<file path="src/rtl/bp_clint_multi.sv">
// bp_clint_multi: multi-hart CLINT with per-hart msip/mtimecmp/meip, one shared mtime and a
// buffered cmd/resp channel. Define BP_CLINT_EXT_RTC_EN to advance mtime from rtc_tick_i
// instead of the internal rtc_div_p prescaler.
module bp_clint_multi #(
   parameter int unsigned num_harts_p       = 4,
   parameter int unsigned dword_width_p     = 64,
   parameter int unsigned dev_addr_width_p  = 16,
   parameter int unsigned tag_width_p       = 8,
   parameter int unsigned max_outstanding_p = 2,
   parameter int unsigned rtc_div_p         = 8
) (
   input  logic                        clk_i,
   input  logic                        reset_n_i,
`ifdef BP_CLINT_EXT_RTC_EN
   input  logic                        rtc_tick_i,
`endif
   input  logic                        cmd_v_i,
   output logic                        cmd_ready_o,
   input  logic                        cmd_wr_i,
   input  logic [1:0]                  cmd_size_i,
   input  logic [dev_addr_width_p-1:0] cmd_addr_i,
   input  logic [dword_width_p-1:0]    cmd_data_i,
   input  logic [tag_width_p-1:0]      cmd_tag_i,
   output logic                        resp_v_o,
   input  logic                        resp_yumi_i,
   output logic [dword_width_p-1:0]    resp_data_o,
   output logic [tag_width_p-1:0]      resp_tag_o,
   output logic                        resp_err_o,
   output logic [num_harts_p-1:0]      software_irq_o,
   output logic [num_harts_p-1:0]      timer_irq_o,
   output logic [num_harts_p-1:0]      external_irq_o
);

   localparam int unsigned half_w = dword_width_p / 2;
   localparam int unsigned ptr_w  = $clog2(max_outstanding_p);
   localparam int unsigned cnt_w  = $clog2(max_outstanding_p + 1);

   typedef struct packed {
      logic                        wr;
      logic [1:0]                  size;
      logic [dev_addr_width_p-1:0] addr;
      logic [dword_width_p-1:0]    data;
      logic [tag_width_p-1:0]      tag;
   } cmd_t;

   cmd_t                     fifo_mem [max_outstanding_p];
   cmd_t                     head;
   logic [ptr_w-1:0]         wptr, rptr;
   logic [cnt_w-1:0]         count;
   logic                     enq, deq, full, commit;
   logic [num_harts_p-1:0]   msip_hit, cmp_hit, meip_hit;
   logic                     mtime_hit, hit, is8, hi, aligned;
   logic [dword_width_p-1:0] rd_data;
   logic [num_harts_p-1:0]   msip, meip;
   logic [dword_width_p-1:0] mtimecmp [num_harts_p];
   logic [dword_width_p-1:0] mtime;
   logic                     tick;

   function automatic logic [ptr_w-1:0] ptr_inc(input logic [ptr_w-1:0] p);
      return (p == ptr_w'(max_outstanding_p - 1)) ? '0 : p + ptr_w'(1);
   endfunction

   function automatic logic [dword_width_p-1:0] rd_sel(input logic [dword_width_p-1:0] r,
                                                       input logic full_w, input logic upper);
      if (full_w) return r;
      if (upper) return {{half_w{1'b0}}, r[dword_width_p-1:half_w]};
      return {{half_w{1'b0}}, r[half_w-1:0]};
   endfunction

   function automatic logic [dword_width_p-1:0] wr_merge(input logic [dword_width_p-1:0] r,
                                                         input logic [dword_width_p-1:0] d,
                                                         input logic full_w, input logic upper);
      if (full_w) return d;
      if (upper) return {d[half_w-1:0], r[half_w-1:0]};
      return {r[dword_width_p-1:half_w], d[half_w-1:0]};
   endfunction

   // A full FIFO still accepts when the head retires in the same cycle.
   assign full        = (count == cnt_w'(max_outstanding_p));
   assign cmd_ready_o = ~full | resp_yumi_i;
   assign resp_v_o    = (count != '0);
   assign enq         = cmd_v_i & cmd_ready_o;
   assign deq         = resp_yumi_i & resp_v_o;
   assign head        = fifo_mem[rptr];
   assign commit      = deq & head.wr;

   // FIFO pointers and occupancy
   always_ff @(posedge clk_i or negedge reset_n_i) begin
      if (!reset_n_i) begin
         wptr  <= '0;
         rptr  <= '0;
         count <= '0;
      end else begin
         if (enq) wptr <= ptr_inc(wptr);
         if (deq) rptr <= ptr_inc(rptr);
         if (enq && !deq) count <= count + cnt_w'(1);
         else if (!enq && deq) count <= count - cnt_w'(1);
      end
   end

   // FIFO storage; contents are qualified by count so need no reset
   always_ff @(posedge clk_i) begin
      if (enq) fifo_mem[wptr] <= {cmd_wr_i, cmd_size_i, cmd_addr_i, cmd_data_i, cmd_tag_i};
   end

   // Head address decode into per-register hit vectors
   always_comb begin
      msip_hit = '0;
      cmp_hit  = '0;
      meip_hit = '0;
      for (int h = 0; h < num_harts_p; h++) begin
         msip_hit[h] = (head.addr[dev_addr_width_p-1:2] == (dev_addr_width_p-2)'(h));
         cmp_hit[h]  = (head.addr[dev_addr_width_p-1:3] == (dev_addr_width_p-3)'(32'h800 + h));
         meip_hit[h] = (head.addr[dev_addr_width_p-1:2] == (dev_addr_width_p-2)'(32'h2000 + h));
      end
   end

   assign mtime_hit = (head.addr[dev_addr_width_p-1:3] == (dev_addr_width_p-3)'(32'h17ff));
   // Sub-word offsets are not decoded; they respond as unmapped.
   assign aligned   = (head.addr[1:0] == 2'b00);
   assign hit       = aligned & ((|msip_hit) | (|cmp_hit) | (|meip_hit) | mtime_hit);
   assign is8       = (head.size == 2'd3);
   assign hi        = head.addr[2];

   // Read mux over the decoded register
   always_comb begin
      rd_data = '0;
      for (int h = 0; h < num_harts_p; h++) begin
         if (msip_hit[h]) rd_data = dword_width_p'(msip[h]);
         if (cmp_hit[h])  rd_data = rd_sel(mtimecmp[h], is8, hi);
         if (meip_hit[h]) rd_data = dword_width_p'(meip[h]);
      end
      if (mtime_hit) rd_data = rd_sel(mtime, is8, hi);
   end

   assign resp_data_o = (resp_v_o & ~head.wr & hit) ? rd_data : '0;
   assign resp_tag_o  = resp_v_o ? head.tag : '0;
   assign resp_err_o  = resp_v_o & ~hit;

`ifdef BP_CLINT_EXT_RTC_EN
   assign tick = rtc_tick_i;
`else
   localparam int unsigned presc_w = (rtc_div_p > 1) ? $clog2(rtc_div_p) : 1;
   logic [presc_w-1:0] presc;

   assign tick = (presc == presc_w'(rtc_div_p - 1));

   // RTC prescaler, wraps at rtc_div_p-1
   always_ff @(posedge clk_i or negedge reset_n_i) begin
      if (!reset_n_i) presc <= '0;
      else            presc <= tick ? '0 : presc + presc_w'(1);
   end
`endif

   // Register file; writes land only when the head is consumed
   always_ff @(posedge clk_i or negedge reset_n_i) begin
      if (!reset_n_i) begin
         msip  <= '0;
         meip  <= '0;
         mtime <= '0;
         for (int h = 0; h < num_harts_p; h++) mtimecmp[h] <= '1;
      end else begin
         for (int h = 0; h < num_harts_p; h++) begin
            if (commit && aligned && msip_hit[h]) msip[h] <= head.data[0];
            if (commit && aligned && meip_hit[h]) meip[h] <= head.data[0];
            if (commit && aligned && cmp_hit[h])
               mtimecmp[h] <= wr_merge(mtimecmp[h], head.data, is8, hi);
         end
         // A write to mtime overrides a coincident tick.
         if (commit && aligned && mtime_hit) mtime <= wr_merge(mtime, head.data, is8, hi);
         else if (tick)                      mtime <= mtime + dword_width_p'(1);
      end
   end

   // Interrupt outputs straight from current register state
   always_comb begin
      timer_irq_o = '0;
      for (int h = 0; h < num_harts_p; h++) timer_irq_o[h] = (mtime >= mtimecmp[h]);
   end

   assign software_irq_o = msip;
   assign external_irq_o = meip;

endmodule
</file>
<file path="config.mk">
export PLATFORM = sky130hd
export DESIGN_NAME = bp_clint_multi
export DESIGN_NICKNAME = d
export VERILOG_FILES = /design/src/rtl/bp_clint_multi.sv
export SDC_FILE = /design/constraint.sdc
export NUM_CORES = 2
export LEC_CHECK = 0
export ABC_AREA = 1
export CORE_ASPECT_RATIO = 1.1
export CORE_MARGIN = 3
export CORE_UTILIZATION = 61
export CTS_CLUSTER_SIZE = 25
export DETAILED_ROUTE_END_ITERATION = 6
export PLACE_DENSITY_LB_ADDON = 0.1
export SETUP_SLACK_MARGIN = 0.05
export SYNTH_ARGS = -nofsm -noshare
export SYNTH_HDL_FRONTEND = slang
export SYNTH_SLANG_ARGS = --single-unit
export TNS_END_PERCENT = 50
</file>
<file path="constraint.sdc">
create_clock -name clk_i -period 12.85 [get_ports clk_i]
set_input_delay 3.2125 -clock clk_i [delete_from_list [all_inputs] [get_ports clk_i]]
set_output_delay 3.2125 -clock clk_i [all_outputs]
set_load 0.01 [all_outputs]
</file>
==> results.cfg <==
[outcome]
outcome = finished, final reports clean

[clocking]
hold_buffers = 0
numCtsBuffers = 55
cts_sinks = 517
cts_setup_buffers = 0
clk_pin_slew_ns = 0.07
postCtsResizedCells = 0
cts_root_buf = clkbuf_16
cts.path.max_buffers = 3
clk-insertion-delay-late_ns = 0.64
h-tree-depth = 2
cts_tree = built

[cells_and_area]
mostFrequentLayoutCells = nand2_1 (965), inv_1 (431), o21ai_0 (394)
area_delta_synth_final_pct = 12.1
antenna-diode-count = 0
layout-drive-gt1-share_pct = 11.2
final_common_cell = nand2_1
nets = 4522

[route]
finalWirelength_um = 120000
num_vias = 31137
wire_per_inst_um = 24.3
drt-initial-drc-count = 4032
first_pass_iters = 6
ant_nets = 0
via_per_inst = 6.31
post-route-drc-count = 0

[power_and_ir_drop]
p_int_uw = 3160
ir_drop_v = 0.000272
p_comb_share_pct = 29.4
power.density_nw_per_um2 = 138
p_clk_share_pct = 32.9
swShare_pct = 38.2
p_sw_uw = 1950
p_leak_uw = 0.0144
power_uw = 5110
seq_power_share_pct = 37.7

[logic_synthesis]
syn_avg_cell_area_um2 = 8.08
netlist_area_um2 = 33100
synth_seq_cells = 517
synth_edf_count = 182
synthCells = 4103
ys_async_sr_fraction_pct = 64.8
synth_cell_types = 56
yosys_warnings = 0
syn_nets = 4458
synth_ff_type = dfstp_2
ys_seq_area_share_pct = 42.8

[global_route]
track_usage_pct = 40.9
grt-busiest-layer = met2
grt_pass1_vias = 28672
grt_max_degree = 175
antenna_found_initial = 2
met2_usage_pct = 58.5
grt_pass1_wl_um = 178000
use_met3_pct = 12.6
gr-usage-met1_pct = 57.1
overflow = 0

[critical_path]
cp-start-kind = flop
crit_fanout = 86
ff2ff_path_depth = 13
reg2reg_slack_ns = 7.09
worstPathRequired_ns = 9.64
path_class = reg -> out
cp.arrival_ns = 6.05
cp-end-kind = output port
rr_endpoint = mtime[23]
reg2reg_from = rptr

[hold_path]
hold_path_depth = 1
min-delay-start = presc[0]
min_path_type = reg -> reg
hold_end = presc[0]

[flow_run]
max_cap_violations = 0

[place]
place_congestion = 1.04
io_buffers = 181
place_hpwl_um = 86400

[timing]
clock_skew_ns = 0.0326
timing.slew.headroom_pct = 23.8
hold_slack_ns = 0.445
max_freq_mhz = 108
finalSetupViolCount = 0
post-route-min-period_ns = 9.26
period_share_pct = 72.0
drv_slew = 0
finalHoldViolCount = 0
grt_setup_unrepaired = no
fin_tns_setup_ns = 0
worst_slew_pin_slew_ns = 1.11

[floorplanning]
die_h_um = 250
core_area_um2 = 53100
num_rows = 88
die_w_um = 228
die-area_um2 = 57200
initial_core_util_pct = 62.4
ios = 182
[cells by family after synthesis]
group | count (synthesis) | share of synthesized area (%)
compound gates | 1057 | 18.1
xor+xnor | 55 | 1.45
fa+ha+maj | 260 | 9.82
buf+inv | 651 | 7.88
flops | 517 | 42.8
mux | 15 | 0.453
simple gates | 1548 | 19.6
[registers in the layout, summed over array words and instances (netlist names)]
name	cells
count	2
presc	3
external_irq_o	4
rptr	1
mtimecmp	256
mtime	64
software_irq_o	4
fifo_mem	182
wptr	1
[power groups by stage]
stage | Clock [µW] | Combinational (µW) | Sequential, µW
floorplan | 0 | 913 | 1940
global placement | 0 | 1410 | 1950
detailed placement | 0 | 1430 | 1950
CTS | 1690 | 1440 | 1930
global route | 1750 | 1590 | 1940
finish | 1680 | 1500 | 1930
[synthesized netlist by cell type, types with 3 or more instances]
cell / n / area [µm²]
xor2_1: 52 / 455
xnor2_1: 3 / 26.3
buf_1: 15 / 56.3
dfrtp_1: 79 / 1980
o21ai_1: 182 / 911
o2111ai_1: 73 / 639
o221ai_1: 12 / 105
buf_2: 55 / 275
inv_2: 14 / 52.6
nor2_2: 27 / 169
a31oi_1: 32 / 200
o21a_1: 4 / 30.0
nand4_1: 49 / 307
clkbuf_1: 118 / 443
or2_2: 21 / 131
a21o_1: 4 / 30.0
nor2_1: 273 / 1020
mux2i_1: 15 / 150
edfxtp_1: 182 / 5470
o21bai_1: 4 / 30.0
o211ai_1: 75 / 563
buf_6: 9 / 101
nand2_1: 967 / 3630
a211oi_1: 20 / 150
nor4_1: 14 / 87.6
ha_1: 260 / 3250
buf_4: 8 / 60.1
o22ai_1: 4 / 25.0
nand3b_1: 7 / 52.6
nand2_2: 8 / 50.1
inv_1: 431 / 1620
o32a_1: 3 / 30.0
nand3_1: 63 / 315
a21oi_1: 240 / 1200
and3_1: 4 / 25.0
dfstp_2: 256 / 6730
nand3_2: 6 / 60.1
nor3_1: 95 / 475
o21ai_0: 394 / 1970
o31ai_1: 3 / 22.5
[final cells by class]
cell class / instances / area, µm²
multi-input combinational: 2935 / 16400
fill: 4421 / 15900
sequential: 517 / 14200
timing repair buffer: 212 / 2060
inverter: 446 / 1680
clock buffer: 73 / 1500
tap: 720 / 901
clock inverter: 30 / 385
[per-stage QoR]
stage               utilization [%]  cell area, µm²  setup WS [ns]  std cells
floorplan                         -           33100           4.99       4103
global placement               66.4           35300           4.44       4830
detailed placement             66.4           35300           4.37       4830
CTS                            70.0           37100           3.70       4933
global route                   70.0           37100           3.28       4933
finish                         70.0           37100           3.59       4933
[how the worst max path moves through the flow]
stage | start | endpoint | slack [ns]
floorplan | resp_yumi_i | fifo_mem[1][0] | 4.99
global placement | rptr | resp_data_o[62] | 4.44
detailed placement | rptr | resp_data_o[62] | 4.37
CTS | rptr | resp_data_o[62] | 3.70
global route | rptr | resp_data_o[0] | 3.28
finish | rptr | resp_data_o[62] | 3.59
[critical path, cell delays in order (launching register included)]
cell and delay, ns:
dfrtp_4 0.67, inv_2 0.12, buf_4 0.67, nand2_1 0.11, nand2_1 0.18, nand2_2 0.12, nor3_1 0.21, nand2_1 0.19
inv_2 0.11, nand2_2 0.53, nand2_1 0.28, inv_2 0.05, nand4_2 0.13, nand4_4 0.62, inv_1 0.27, o21ai_0 0.12
nor2_1 0.30, clkdlybuf4s50_1 0.61
[routing by layer]
metal / up-vias / wire, µm / part of all wire (%)
li1: 14113 / - / -
met1: 14643 / 47900 / 40
met2: 2045 / 49600 / 41
met3: 334 / 16100 / 13
met4: 2 / 6100 / 5.1
met5: - / 10 / 0.0083
No activity file was read; power rests on OpenSTA's default activity.
